===== src/rtl/seg7_pkg.sv =====
// Shared constants for the 7-segment scan driver: segment patterns {a,b,c,d,e,f,g}
// with a as MSB, plus prescaler sizing helpers.
package seg7_pkg;

    localparam logic [6:0] SEG_0     = 7'h7E;
    localparam logic [6:0] SEG_1     = 7'h30;
    localparam logic [6:0] SEG_2     = 7'h6D;
    localparam logic [6:0] SEG_3     = 7'h79;
    localparam logic [6:0] SEG_4     = 7'h33;
    localparam logic [6:0] SEG_5     = 7'h5B;
    localparam logic [6:0] SEG_6     = 7'h5F;
    localparam logic [6:0] SEG_7     = 7'h70;
    localparam logic [6:0] SEG_8     = 7'h7F;
    localparam logic [6:0] SEG_9     = 7'h7B;
    localparam logic [6:0] SEG_BLANK = 7'h00;

    localparam logic [6:0] SEG_HEX_A = 7'h77;
    localparam logic [6:0] SEG_HEX_B = 7'h1F;
    localparam logic [6:0] SEG_HEX_C = 7'h4E;
    localparam logic [6:0] SEG_HEX_D = 7'h3D;
    localparam logic [6:0] SEG_HEX_E = 7'h4F;
    localparam logic [6:0] SEG_HEX_F = 7'h47;

    localparam int unsigned SEG7_SCAN_DIV_DEF = 1000;

    // Prescaler width for a given slot length; never narrower than one bit.
    function automatic int unsigned seg7_presc_w(input int unsigned scan_div);
        return (scan_div > 1) ? $clog2(scan_div) : 1;
    endfunction

    localparam int unsigned SEG7_PRESC_W_DEF = seg7_presc_w(SEG7_SCAN_DIV_DEF);

endpackage : seg7_pkg


===== src/rtl/seg7_decode.sv =====
// Combinational 4-bit value to 7-segment pattern decoder.
// Define SEG7_HEX_DECODE_EN to show A..F for values 10..15; otherwise they are blank.
module seg7_decode
    import seg7_pkg::*;
(
    input  logic [3:0] i_val,
    output logic [6:0] o_seg_c
);

    always_comb begin
        o_seg_c = SEG_BLANK;
        case (i_val)
            4'd0:    o_seg_c = SEG_0;
            4'd1:    o_seg_c = SEG_1;
            4'd2:    o_seg_c = SEG_2;
            4'd3:    o_seg_c = SEG_3;
            4'd4:    o_seg_c = SEG_4;
            4'd5:    o_seg_c = SEG_5;
            4'd6:    o_seg_c = SEG_6;
            4'd7:    o_seg_c = SEG_7;
            4'd8:    o_seg_c = SEG_8;
            4'd9:    o_seg_c = SEG_9;
`ifdef SEG7_HEX_DECODE_EN
            4'd10:   o_seg_c = SEG_HEX_A;
            4'd11:   o_seg_c = SEG_HEX_B;
            4'd12:   o_seg_c = SEG_HEX_C;
            4'd13:   o_seg_c = SEG_HEX_D;
            4'd14:   o_seg_c = SEG_HEX_E;
            4'd15:   o_seg_c = SEG_HEX_F;
`endif
            default: o_seg_c = SEG_BLANK;
        endcase
    end

endmodule : seg7_decode


===== src/rtl/seg7_scan_driver.sv =====
// Time-multiplexed DIGITS-digit 7-segment driver with frame-consistent shadow and
// leading-zero blanking. Optional hex glyphs for 10..15 via SEG7_HEX_DECODE_EN.
module seg7_scan_driver
    import seg7_pkg::*;
#(
    parameter int unsigned DIGITS         = 2,
    parameter int unsigned SCAN_DIV       = SEG7_SCAN_DIV_DEF,
    parameter bit          SEL_ACTIVE_LOW = 1'b1
) (
    input  logic                  clk,
    input  logic                  rst,
    input  logic [4*DIGITS-1:0]   num,
    input  logic [DIGITS-1:0]     dp_in,
    input  logic                  blank_en,
    output logic [6:0]            seg7,
    output logic                  dp,
    output logic [DIGITS-1:0]     sel,
    output logic                  frame_done
);

    localparam int unsigned PRESC_W = seg7_presc_w(SCAN_DIV);
    localparam int unsigned IDX_W   = (DIGITS > 1) ? $clog2(DIGITS) : 1;

    localparam logic [PRESC_W-1:0] PRESC_LAST = PRESC_W'(SCAN_DIV - 1);
    localparam logic [IDX_W-1:0]   IDX_LAST   = IDX_W'(DIGITS - 1);
    localparam logic [DIGITS-1:0]  SEL_IDLE   = SEL_ACTIVE_LOW ? {DIGITS{1'b1}} : {DIGITS{1'b0}};

    logic [PRESC_W-1:0]  r_presc;
    logic [IDX_W-1:0]    r_idx;
    logic [4*DIGITS-1:0] r_sh_num;
    logic [DIGITS-1:0]   r_sh_dp;
    logic                r_sh_blank;

    logic                w_tick;
    logic                w_slot_start;
    logic                w_load;
    logic                w_frame_end;
    logic [IDX_W-1:0]    w_idx_next;
    logic [3:0]          w_digit;
    logic                w_dp_cur;
    logic [DIGITS-1:0]   w_onehot;
    logic [DIGITS-1:0]   w_zero_from;
    logic                w_blank_cur;
    logic [6:0]          w_seg_dec;
    logic [DIGITS-1:0]   w_sel_next;

    // Slot/frame timing decoded from the scan counters.
    always_comb begin
        w_tick       = (r_presc == PRESC_LAST);
        w_slot_start = (r_presc == '0);
        w_load       = w_slot_start && (r_idx == '0);
        w_frame_end  = w_tick && (r_idx == IDX_LAST);
        w_idx_next   = (r_idx == IDX_LAST) ? '0 : r_idx + IDX_W'(1);
    end

    // Pick the shadow digit and decimal point for the current index.
    always_comb begin
        w_digit  = r_sh_num[3:0];
        w_dp_cur = r_sh_dp[0];
        w_onehot = '0;
        for (int i = 0; i < int'(DIGITS); i++) begin
            if (r_idx == IDX_W'(i)) begin
                w_digit     = r_sh_num[4*i +: 4];
                w_dp_cur    = r_sh_dp[i];
                w_onehot[i] = 1'b1;
            end
        end
    end

    // w_zero_from[i] is set when digit i and every higher digit hold value 0.
    always_comb begin
        w_zero_from = '0;
        w_zero_from[DIGITS-1] = (r_sh_num[4*DIGITS-1 -: 4] == 4'd0);
        for (int i = int'(DIGITS) - 2; i >= 0; i--) begin
            w_zero_from[i] = w_zero_from[i+1] && (r_sh_num[4*i +: 4] == 4'd0);
        end
    end

    // Digit 0 is never blanked so a zero value still shows a single 0.
    always_comb begin
        w_blank_cur = r_sh_blank && (r_idx != '0) && ((w_zero_from & w_onehot) != '0);
        w_sel_next  = SEL_IDLE;
        if (!w_slot_start) begin
            w_sel_next = SEL_ACTIVE_LOW ? ~w_onehot : w_onehot;
        end
    end

    seg7_decode u_decode (
        .i_val   (w_digit),
        .o_seg_c (w_seg_dec)
    );

    // Scan counters, shadow capture at frame start, and the registered pin stage.
    always_ff @(posedge clk) begin
        if (rst) begin
            r_presc    <= '0;
            r_idx      <= '0;
            r_sh_num   <= '0;
            r_sh_dp    <= '0;
            r_sh_blank <= 1'b0;
            seg7       <= SEG_BLANK;
            dp         <= 1'b0;
            sel        <= SEL_IDLE;
            frame_done <= 1'b0;
        end else begin
            r_presc <= w_tick ? '0 : r_presc + PRESC_W'(1);
            if (w_tick) begin
                r_idx <= w_idx_next;
            end
            if (w_load) begin
                r_sh_num   <= num;
                r_sh_dp    <= dp_in;
                r_sh_blank <= blank_en;
            end
            seg7       <= w_blank_cur ? SEG_BLANK : w_seg_dec;
            dp         <= w_dp_cur;
            sel        <= w_sel_next;
            frame_done <= w_frame_end;
        end
    end

endmodule : seg7_scan_driver

===== config.mk =====
export PLATFORM = sky130hd
export DESIGN_NAME = seg7_scan_driver
export DESIGN_NICKNAME = d
export VERILOG_FILES = /design/src/rtl/seg7_pkg.sv /design/src/rtl/seg7_decode.sv /design/src/rtl/seg7_scan_driver.sv
export SDC_FILE = /design/constraint.sdc
export NUM_CORES = 1
export LEC_CHECK = 0
export ABC_AREA = 1
export BUFFER_PORTS_ARGS = -buffer_cell sky130_fd_sc_hd__buf_4
export CORE_ASPECT_RATIO = 2
export CORE_UTILIZATION = 60
export CTS_CLUSTER_DIAMETER = 40
export DETAILED_ROUTE_END_ITERATION = 10
export PLACE_DENSITY = 0.93
export SKIP_LAST_GASP = 1
export SLEW_MARGIN = 5
export SYNTH_ARGS = -nofsm -noshare
export SYNTH_HDL_FRONTEND = slang
export SYNTH_HIERARCHICAL = 1
export SYNTH_SLANG_ARGS = --single-unit

===== constraint.sdc =====
create_clock -name clk -period 4.25 [get_ports clk]
set_clock_uncertainty 0.2 [all_clocks]
set_input_delay 0.2125 -clock clk [delete_from_list [all_inputs] [get_ports clk]]
set_output_delay 0.2125 -clock clk [all_outputs]
set_load 0.01 [all_outputs]

==> results_tabular.tex <==
\begin{tabular}{lr}
\hline
Metric & Value \\
\hline
\multicolumn{2}{l}{\textbf{Status}} \\
Outcome & finished, final reports clean \\
\multicolumn{2}{l}{\textbf{Timing}} \\
Transition at the pin with the smallest max-transition slack & 0.766 ns \\
Number of hold violations in the final report & 0 \\
Highest attainable clock frequency & 0.461 GHz \\
\# setup viols final & 0 \\
Worst Slack Setup Final & 2.08 ns \\
Period minus WS final & 2.17 ns \\
Worst slew margin & between 40\% and 50\% \\
Final cycle utilization of the critical path & 51.0\% \\
Total negative setup slack & 0 ns \\
Setup repair after global routing missed its margin & false \\
Number of max-slew violations in the final report & 0 \\
\multicolumn{2}{l}{\textbf{Yosys}} \\
Post-synthesis cell area & between 1500 and 2000 um\^{}2 \\
Top area cells in the synthesized netlist & sky130\_fd\_sc\_hd\_\_dfxtp\_1 (39\%), sky130\_fd\_sc\_hd\_\_nand2\_1 (13\%), sky130\_fd\_sc\_hd\_\_inv\_1 (12\%) \\
Most used flip-flop cell after synthesis & sky130\_fd\_sc\_hd\_\_dfxtp\_1 \\
Share of the synthesized area in the top cell type & 38.6\% \\
Avg Cell Area, Syn & 6.81 um\^{}2 \\
Number of synthesized register bits & 33 \\
Net Count, Synth & 272 \\
Cell with the most instances after synthesis & sky130\_fd\_sc\_hd\_\_nand2\_1 \\
Mapped Cells & 251 \\
Most frequent cells after synthesis & sky130\_fd\_sc\_hd\_\_nand2\_1 (58), sky130\_fd\_sc\_hd\_\_inv\_1 (54), sky130\_fd\_sc\_hd\_\_nor2\_1 (35) \\
Sequential-to-total area share from yosys stat & around two fifths \\
Post-synthesis cell type count & 24 \\
Area leader, netlist & sky130\_fd\_sc\_hd\_\_dfxtp\_1 \\
Fraction of registers with async set or reset after synthesis & 0\% \\
Count of flip-flops with a built-in enable after synthesis & 0 \\
Synth Warn \# & 6 \\
\multicolumn{2}{l}{\textbf{Routing}} \\
Antenna-violating nets left & 0 \\
Number of vias in the routed layout & 1546 \\
Drt via density & 5.05 \\
Post-route DRC & 0 \\
Initial drt markers & 33 \\
Routed length per placed instance & 11.3 um \\
Detailed-routing iteration count for the pre-antenna-repair pass & 4 \\
Sum of routed wire length over all layers & roughly 3500 um \\
\multicolumn{2}{l}{\textbf{Global routing}} \\
Vias in the first global route & 1497 \\
Antenna violations before repair & 0 \\
Congestion Overflow GR & 0 \\
Most congested layer reported by global routing & met2 \\
Pin count of the biggest net entering global routing & 19 \\
Met2 Use GR & 49.7\% \\
Overall track demand over capacity in global routing & roughly 27\% \\
Met1 usage & slightly above 20\% \\
Global-route met3 utilization & $\sim$7.4\% \\
First-pass GRT wire length & 5720 um \\
\multicolumn{2}{l}{\textbf{Layout}} \\
Fraction of final layout cells sized beyond drive strength 1 & 19.1\% \\
Number of antenna cells inserted & 0 \\
Total area of multi-input combinational cells & 800 um\^{}2 \\
Register area & 661 um\^{}2 \\
Filler instances & roughly 220 \\
Area growth from synthesis to layout & 15.7\% \\
Final layout net count & around 300 \\
Number of cells in the finished layout apart from fillers & 306 \\
\multicolumn{2}{l}{\textbf{Setup path}} \\
Arrival time of the worst setup path & 2.20 ns \\
Startpoint class of the critical path & register \\
Critical path endpoint category & register \\
Endpoint required time on the critical path & 4.28 ns \\
Max Fanout on Critical Path & 13 \\
Kind of critical path & register to register \\
\multicolumn{2}{l}{\textbf{Power}} \\
Cell area power density & 378 nW/um\^{}2 \\
Leakage power total & 1.07 nW \\
Total Power Consumption & roughly 0.00075 W \\
VDD IR-drop max & 0.000319 V \\
\multicolumn{2}{l}{\textbf{Die}} \\
Top Ports & 24 \\
Initial core utilization & 62.5\% \\
Standard-cell rows & 27 \\
Core ar. & 2740 um\^{}2 \\
Area of the die & 3080 um\^{}2 \\
X dimension of the die & 39.8 um \\
Height of the chip & 77.5 um \\
\multicolumn{2}{l}{\textbf{Placed design}} \\
Post-placement setup slack & 2.09 ns \\
Inst Count DP & 297 \\
Detailed Place HPWL & 2570 um \\
Total of buffers placed on input and output ports & 23 \\
Routability-driven placement congestion ratio & 0.766 \\
\multicolumn{2}{l}{\textbf{Worst hold path}} \\
Worst min-delay path category & primary input to register \\
\multicolumn{2}{l}{\textbf{Run}} \\
Maxcap violations & 0 \\
\multicolumn{2}{l}{\textbf{CTS}} \\
CTS buffer count & 5 \\
TritonCTS clock tree & built \\
Buffer type at the clock tree root & sky130\_fd\_sc\_hd\_\_clkbuf\_8 \\
Worst-case clock buffer depth & 2 \\
H-tree levels & 2 \\
Worst skew pair latency & 0.29 ns \\
Number of sinks driven by the clock tree & 33 \\
Clock transition time at the flip-flop clock pins of the worst setup and hold paths & 0.07 ns \\
\hline
\end{tabular}
power breakdown:
part | internal [W] | switching [W] | leakage, nW | total, W
combinational | 0.0000658 | 0.0000988 | 0.757 | 0.000165
sequential | 0.000336 | 0.0000113 | 0.272 | 0.000348
clock | 0.000113 | 0.000123 | 0.0439 | 0.000236
total | 0.000515 | 0.000233 | 1.07 | 0.000749
layer usage:
layer,up-vias,wire length (um)
met4,0,103
met2,33,2110
li1,795,-
met5,-,0
met3,8,96
met1,710,1150
worst paths after layout:
path,start,to,slack (ns),cells after the start
setup reg to reg,r_presc[0]$_SDFF_PP0_,r_sh_blank$_SDFFE_PP0P_,2.08,8
setup / recovery,r_presc[0]$_SDFF_PP0_,r_sh_blank$_SDFFE_PP0P_,2.08,8
hold reg to reg,r_sh_dp[1]$_SDFFE_PP0P_,dp$_SDFF_PP0_,0.30,2
hold / removal,num[1],r_sh_num[1]$_SDFFE_PP0P_,0.04,5
metrics by stage:
step	utilization, %	hold WS (ns)	instance area, um^2
floorplan	-	0.0893	1710
global placement	68.8	0.200	1880
detailed placement	68.8	0.206	1880
CTS	72.3	0.0367	1980
global route	72.3	0.0782	1980
finish	72.3	0.0351	1980
critical path, cell delays in order (launching register included):
cell                      delay [ns]
sky130_fd_sc_hd__dfxtp_1        0.37
sky130_fd_sc_hd__inv_1          0.08
sky130_fd_sc_hd__ha_1           0.13
sky130_fd_sc_hd__inv_1          0.04
sky130_fd_sc_hd__nor3_2         0.58
sky130_fd_sc_hd__nand3_2        0.42
sky130_fd_sc_hd__nand2_1        0.15
sky130_fd_sc_hd__inv_1          0.05
sky130_fd_sc_hd__nor2_1         0.09
cells by family after synthesis:
logic type | share of synthesized area, %
xor gates and xnor gates | 1.54
AOI/OAI and AO/OA | 3.73
and+or+nand+nor | 35.6
DFF | 38.6
buffers and inverters | 14.6
adders and majority gates | 5.85
flip-flops by register name, indices dropped and copies added (netlist names):
register    count
sel             2
seg7            7
r_idx           1
r_sh_blank      1
r_presc        10
dp              1
frame_done      1
r_sh_num        8
r_sh_dp         2
repair_timing:
| action | 4_1_cts | 5_1_grt |
|---|---|---|
| endpoints found under the setup margin | 0 | 0 |
| resized for setup | 0 | 0 |
| setup buffers | 0 | 0 |
| endpoints found under the hold margin | 3 | 0 |
| hold buffers | 1 | 0 |
cell type report:
| type | instances | area share (%) |
|---|---|---|
| inverters | 57 | 10.8 |
| clock inverters | 3 | 0.885 |
| repair buffers | 24 | 9.23 |
| clock buffers | 5 | 3.48 |
| multi-input cells | 155 | 40.4 |
| well taps | 29 | 1.83 |
| flip-flops and latches | 33 | 33.4 |
cell usage in the layout, fill, tap and decap left out, drive strengths merged:
cell type and count:
dfxtp 33, clkinv 2, ha 8, nand3b 1, o21ai 6, and3 1
a21oi 6, clkbuf 5, inv 57, dlygate4sd3 1, buf 23, nor3b 2
clkinvlp 1, nor3 3, nor2 36, nand3 6, nand4 12, nand2 71
xor2 3
No activity file was read; power rests on OpenSTA's default activity.
